File: config.mk
export PLATFORM = sky130hd
export DESIGN_NAME = vend_credit_ctrl
export DESIGN_NICKNAME = d
export VERILOG_FILES = /design/src/rtl/vend_pkg.sv /design/src/rtl/vend_btn_cond.sv /design/src/rtl/vend_credit_ctrl.sv
export SDC_FILE = /design/constraint.sdc
export NUM_CORES = 1
export LEC_CHECK = 0
export ABC_AREA = 1
export BUFFER_PORTS_ARGS = -buffer_cell sky130_fd_sc_hd__buf_2
export CORE_ASPECT_RATIO = 0.8
export CORE_MARGIN = 4
export CORE_UTILIZATION = 45
export CTS_CLUSTER_SIZE = 12
export DETAILED_ROUTE_END_ITERATION = 7
export SYNTH_ARGS = -nofsm -noshare
export SYNTH_HDL_FRONTEND = slang
export SYNTH_SLANG_ARGS = --single-unit
export TNS_END_PERCENT = 20
File: constraint.sdc
create_clock -name CLOCK_50 -period 6 [get_ports CLOCK_50]
set_input_delay 0.6 -clock CLOCK_50 [delete_from_list [all_inputs] [get_ports CLOCK_50]]
set_output_delay 0.6 -clock CLOCK_50 [all_outputs]
set_load 0.02 [all_outputs]
File: src/rtl/vend_pkg.sv
// Shared types and constants for the vending credit controller: state encoding,
// status codes, coin values and the product price table.
package vend_pkg;

  typedef enum logic [1:0] {
    ST_COLLECT   = 2'd0,
    ST_DISPENSE  = 2'd1,
    ST_REJ_FUNDS = 2'd2,
    ST_REJ_INV   = 2'd3
  } state_t;

  localparam logic [1:0] STAT_COLLECT  = 2'd0;
  localparam logic [1:0] STAT_DISPENSE = 2'd1;
  localparam logic [1:0] STAT_NO_FUNDS = 2'd2;
  localparam logic [1:0] STAT_INVALID  = 2'd3;

  localparam logic [6:0] COIN_1     = 7'd1;
  localparam logic [6:0] COIN_2     = 7'd2;
  localparam logic [6:0] COIN_5     = 7'd5;
  localparam logic [6:0] MAX_CREDIT = 7'd99;

  // A price of zero marks an unassigned product code.
  function automatic logic [6:0] price_of(input logic [3:0] code);
    case (code)
      4'd0:    price_of = 7'd3;
      4'd1:    price_of = 7'd4;
      4'd2:    price_of = 7'd5;
      4'd3:    price_of = 7'd6;
      4'd4:    price_of = 7'd7;
      4'd5:    price_of = 7'd8;
      4'd6:    price_of = 7'd10;
      4'd7:    price_of = 7'd12;
      4'd8:    price_of = 7'd15;
      4'd9:    price_of = 7'd20;
      default: price_of = 7'd0;
    endcase
  endfunction

endpackage

File: src/rtl/vend_btn_cond.sv
// Button conditioner: 2-flop synchronizer, optional debounce filter
// (VEND_DEBOUNCE_EN) and falling-edge detector producing a one-cycle press.
module vend_btn_cond #(
  parameter int DEB_CYCLES = 500_000
) (
  input  logic clk,
  input  logic rst,
  input  logic btn_n,
  output logic press
);

`ifdef VEND_DEBOUNCE_EN
  localparam bit DEB_EN = 1'b1;
`else
  localparam bit DEB_EN = 1'b0;
`endif

  logic sync_p0, sync_p1;
  logic level, level_prev;

  // Synchronizer stage; idle level of an active-low button is 1
  always_ff @(posedge clk) begin
    if (rst) begin
      sync_p0 <= 1'b1;
      sync_p1 <= 1'b1;
    end else begin
      sync_p0 <= btn_n;
      sync_p1 <= sync_p0;
    end
  end

  generate
    if (DEB_EN && (DEB_CYCLES > 0)) begin : g_deb
      localparam int CW = $clog2(DEB_CYCLES + 1);
      logic [CW-1:0] deb_cnt;
      logic          deb_level;

      // Filter stage: level follows only after DEB_CYCLES consecutive disagreements
      always_ff @(posedge clk) begin
        if (rst) begin
          deb_level <= 1'b1;
          deb_cnt   <= '0;
        end else if (sync_p1 == deb_level) begin
          deb_cnt <= '0;
        end else if (deb_cnt == CW'(DEB_CYCLES - 1)) begin
          deb_level <= sync_p1;
          deb_cnt   <= '0;
        end else begin
          deb_cnt <= deb_cnt + 1'b1;
        end
      end
      assign level = deb_level;
    end else begin : g_nodeb
      assign level = sync_p1;
    end
  endgenerate

  // Edge stage: registered so the press reaches the controller one cycle later
  always_ff @(posedge clk) begin
    if (rst) begin
      level_prev <= 1'b1;
      press      <= 1'b0;
    end else begin
      level_prev <= level;
      press      <= level_prev & ~level;
    end
  end

endmodule

File: src/rtl/vend_credit_ctrl.sv
// Vending credit controller: accumulates coin credit, checks it against the
// price table and sequences dispense/reject. Optional debounce: VEND_DEBOUNCE_EN.
module vend_credit_ctrl
  import vend_pkg::*;
#(
  parameter int DEB_CYCLES  = 500_000,
  parameter int HOLD_CYCLES = 50_000_000
) (
  input  logic       CLOCK_50,
  input  logic       RST,
  input  logic       b1,
  input  logic       b2,
  input  logic       b5,
  input  logic       bOK,
  input  logic [3:0] chave,
  output logic [3:0] hex1,
  output logic [3:0] hex0,
  output logic [1:0] status,
  output logic       led
);

  localparam int HW = $clog2(HOLD_CYCLES + 1);

  logic ev_b1, ev_b2, ev_b5, ev_ok;

  vend_btn_cond #(.DEB_CYCLES(DEB_CYCLES)) u_b1  (.clk(CLOCK_50), .rst(RST), .btn_n(b1),  .press(ev_b1));
  vend_btn_cond #(.DEB_CYCLES(DEB_CYCLES)) u_b2  (.clk(CLOCK_50), .rst(RST), .btn_n(b2),  .press(ev_b2));
  vend_btn_cond #(.DEB_CYCLES(DEB_CYCLES)) u_b5  (.clk(CLOCK_50), .rst(RST), .btn_n(b5),  .press(ev_b5));
  vend_btn_cond #(.DEB_CYCLES(DEB_CYCLES)) u_bok (.clk(CLOCK_50), .rst(RST), .btn_n(bOK), .press(ev_ok));

  function automatic logic [7:0] to_bcd(input logic [6:0] bin);
    logic [6:0] rem;
    logic [3:0] tens;
    rem  = bin;
    tens = 4'd0;
    for (int i = 0; i < 9; i++) begin
      if (rem >= 7'd10) begin
        rem  = rem - 7'd10;
        tens = tens + 4'd1;
      end
    end
    return {tens, rem[3:0]};
  endfunction

  state_t        state;
  logic [6:0]    credit;
  logic [HW-1:0] hold_cnt;
  logic [6:0]    coin;
  logic          coin_ev;
  logic [7:0]    coin_sum;
  logic [6:0]    price;
  logic          hold_done;

  // One coin per cycle, largest first
  always_comb begin
    coin    = '0;
    coin_ev = 1'b0;
    if (ev_b5) begin
      coin    = COIN_5;
      coin_ev = 1'b1;
    end else if (ev_b2) begin
      coin    = COIN_2;
      coin_ev = 1'b1;
    end else if (ev_b1) begin
      coin    = COIN_1;
      coin_ev = 1'b1;
    end
  end

  assign coin_sum  = {1'b0, credit} + {1'b0, coin};
  assign price     = price_of(chave);
  assign hold_done = (hold_cnt == HW'(HOLD_CYCLES - 1));

  // Control stage: credit and sequencing; presses outside COLLECT are discarded
  always_ff @(posedge CLOCK_50) begin
    if (RST) begin
      state    <= ST_COLLECT;
      credit   <= '0;
      hold_cnt <= '0;
    end else begin
      case (state)
        ST_COLLECT: begin
          hold_cnt <= '0;
          if (coin_ev) begin
            if (coin_sum <= {1'b0, MAX_CREDIT}) credit <= coin_sum[6:0];
          end else if (ev_ok) begin
            if (price == 7'd0) begin
              state <= ST_REJ_INV;
            end else if (credit < price) begin
              state <= ST_REJ_FUNDS;
            end else begin
              credit <= credit - price;
              state  <= ST_DISPENSE;
            end
          end
        end
        default: begin
          if (hold_done) begin
            hold_cnt <= '0;
            state    <= ST_COLLECT;
            if (state == ST_DISPENSE) credit <= '0;
          end else begin
            hold_cnt <= hold_cnt + 1'b1;
          end
        end
      endcase
    end
  end

  // Output stage: registered display, status and LED
  always_ff @(posedge CLOCK_50) begin
    if (RST) begin
      hex1   <= 4'd0;
      hex0   <= 4'd0;
      status <= STAT_COLLECT;
      led    <= 1'b0;
    end else begin
      {hex1, hex0} <= to_bcd(credit);
      led          <= (state == ST_DISPENSE);
      case (state)
        ST_DISPENSE:  status <= STAT_DISPENSE;
        ST_REJ_FUNDS: status <= STAT_NO_FUNDS;
        ST_REJ_INV:   status <= STAT_INVALID;
        default:      status <= STAT_COLLECT;
      endcase
    end
  end

endmodule
==> results.md <==
* Iter 0 DRT Violations at 475
* Most common cell in the netlist: nand2_1
* Clock period minus final worst setup slack at 6183 ps
* Clock transition at path regs at 50 ps
* Die area at 13,450 um2
* Area leader, netlist: dfxtp_1
* Hold-fix buffers, CTS at 0
* Initial antenna violation count at 0
* RSZ-0062 raised after global routing: true
* Mapped Cells at 811
* Violated checks: negative setup slack
* Global-route wire length before repair at 21.76 mm
* Post-synth top cells: 205 x nand2_1, 116 x inv_1, 82 x nor2_1
* Initial cell density of the core at 47.19%
* Synth Flop Type: dfxtp_1
* Root Buffer: clkbuf_16
* TritonRoute pass-1 iters at 5
* Synth Warn # at 0
* I/O pin total at 21
* Die Ht at 104.5 um
* Rows at 34
* Num CTS Buffers at 9
* Share of the clock period used by the worst path at 103.0%
* Status: finished, violations left
* Max-cap viol count at 0
* Mapped Area at 5240 um2
* Final Skew at 5.153 ps
* # fillers at 958
* Layout cells sized above 1 at 36.36%
* Cell family with most CP delay: simple AND/OR/NAND/NOR gates
* Buf/Inv on CP at 12
* Gp weighted congestion at 0.9037
* Synth top area cells: dfxtp_1 24%, nand2_1 15%, inv_1 8.3%
* Crit path launch type: register
* CORE AREA at 11,100 um2
* Clk buf depth at 2
* Mean post-synth cell area at 6.461 um2
* Slowest stage delay, CP at 440 ps
* Post-synth EDFFs at 0
* WL final at 14.63 mm
* Number of diodes at 0
* Worst path slowest cell: dfxtp_1
* WL/cell at 13.70 um
* Area growth, synth to finish at 36.77%
* Num Clock Sinks at 62
* Slew headroom at 61.47%
* Post-synth ARST share at 0%
* Vias in the first global route at 4,908
* Clock latency at the later pin of the worst-skew pair at 320 ps
* Worst Setup End Kind: register
* Max Freq at 0.1617 GHz
* Seq/Total Area, Yosys at 23.69%
* Area after DPL at 5732 um2
* Crit path kind: reg2reg
* Distinct cells, synth at 47
* Crit-path max FO at 8
* Nets at 956
* HP Class: reg2reg
* Post-synthesis register bit count at 62
* Post-route setup slack at -183.0 ps
* Post-synth net total at 848
* Largest net degree at the start of global routing at 26
* Residual DRC count at 0
* Total global-route track usage at 19.04%
* Setup Viol. Count Final at 7
* Top-area cell type share of the netlist area at 23.69%
* Vias per cell at 5.258
* TritonCTS clock tree: built
* Pins Over Slew Limit at 0
* Total number of vias at 5,616
* Final ANT Viol Nets at 0
* Final hold vios at 0
* Htree depth at 3
* Worst-Margin Slew at 576.3 ps
* GRT Residual Overflow at 0
* CP arrival at 6380 ps
* CP required at 6190 ps
* Die width at 128.6 um
* Most used cell, CP: nand2_1
* Port Buffers at 20
* Final instance area at 7167 um2
* HPWL Detailed at 9.459 mm
[cell type report]
type	count	area, um2	share of cell area [%]
clock buffers	10	239.0	3.334
repair buffers	104	770.7	10.75
inverters	130	498.0	6.948
flip-flops and latches	62	1250	17.44
well taps	144	180.2	2.514
clock inverters	6	85.08	1.187
multi-input cells	612	4144	57.82
[stage by stage]
stage	setup slack [ps]	instances	util, %	setup TNS, ps	hold WS [ps]
after global routing	-629.5	1068	64.55	-4221	414.0
after floorplan	39.37	811	-	0	389.5
after CTS	5.146	1046	59.02	0	406.4
after global placement	-143.9	1002	51.62	-287.5	390.1
after detailed placement	-306.8	1002	51.62	-1676	395.8
final	-183.0	1068	64.55	-1133	402.1
[sequential cells by signal (all words and copies together), names as in the netlist, 2 cells and up]
register	flops
state	2
credit	7
hex0	4
status	2
hold_cnt	26
hex1	4
[final timing paths]
path | startpoint | endpoint | slack, ps | depth (start not counted)
min | u_b2.level_prev | u_b2.press | 400 | 2
max | credit[4] | hex1[2] | -180 | 53
min reg2reg | u_b2.level_prev | u_b2.press | 400 | 2
max reg2reg | credit[4] | hex1[2] | -180 | 53
[repair_timing]
action / in CTS / in global routing
gates cloned: 1 / 0
hold endpoints to repair: 0 / 0
endpoints found under the setup margin: 7 / 7
buffers inserted: 27 / 22
pin swaps: 49 / 83
resized for setup: 65 / 118
[cells by family after synthesis]
family	share of synthesized area, %
xor gates and xnor gates	3.844
adders and majority gates	6.734
AOI/OAI and AO/OA	11.03
and+or+nand+nor	44.39
DFF	23.69
buffers and inverters	10.32
[worst register-to-register path: cells and delay by family (launching register included)]
| kind | cells | cell delay (ps) |
|---|---|---|
| AND/OR/NAND/NOR | 33 | 3240 |
| buffers and inverters | 12 | 1030 |
| adder cells (fa/ha/maj) | 3 | 470 |
| AO/OA/AOI/OAI | 3 | 470 |
| flip-flops | 1 | 440 |
| XOR/XNOR | 2 | 400 |
[cell usage in the layout (no fill, tap or decap), drive strengths merged, types with 2 or more instances in the layout]
cell,Yosys,routed
a211oi,7,7
a21oi,34,34
a31oi,5,5
buf,3,104
bufinv,0,2
clkbuf,5,10
clkinv,1,2
clkinvlp,0,2
dfxtp,62,62
fa,2,2
ha,25,25
inv,129,130
nand2,247,247
nand3,75,75
nand3b,5,5
nand4,16,17
nor2,92,92
nor3,13,13
nor3b,2,2
nor4,2,2
o211ai,3,3
o21a,2,2
o21ai,32,32
o21bai,5,5
or2,14,14
xnor2,6,6
xor2,17,17
[layer usage]
| layer | GRT usage, % | up-vias | wire [um] |
|---|---|---|---|
| met3 | 3.645 | 36 | 662 |
| met4 | 3.823 | 0 | 290 |
| met2 | 29.47 | 175 | 6984 |
| met5 | 0 | - | 0 |
| met1 | 27.56 | 2586 | 6694 |
| li1 | - | 2819 | - |
Power is left out: the tool's default activity adds up to more than one toggle a clock period on the data nets, which glitch-free logic cannot reach.
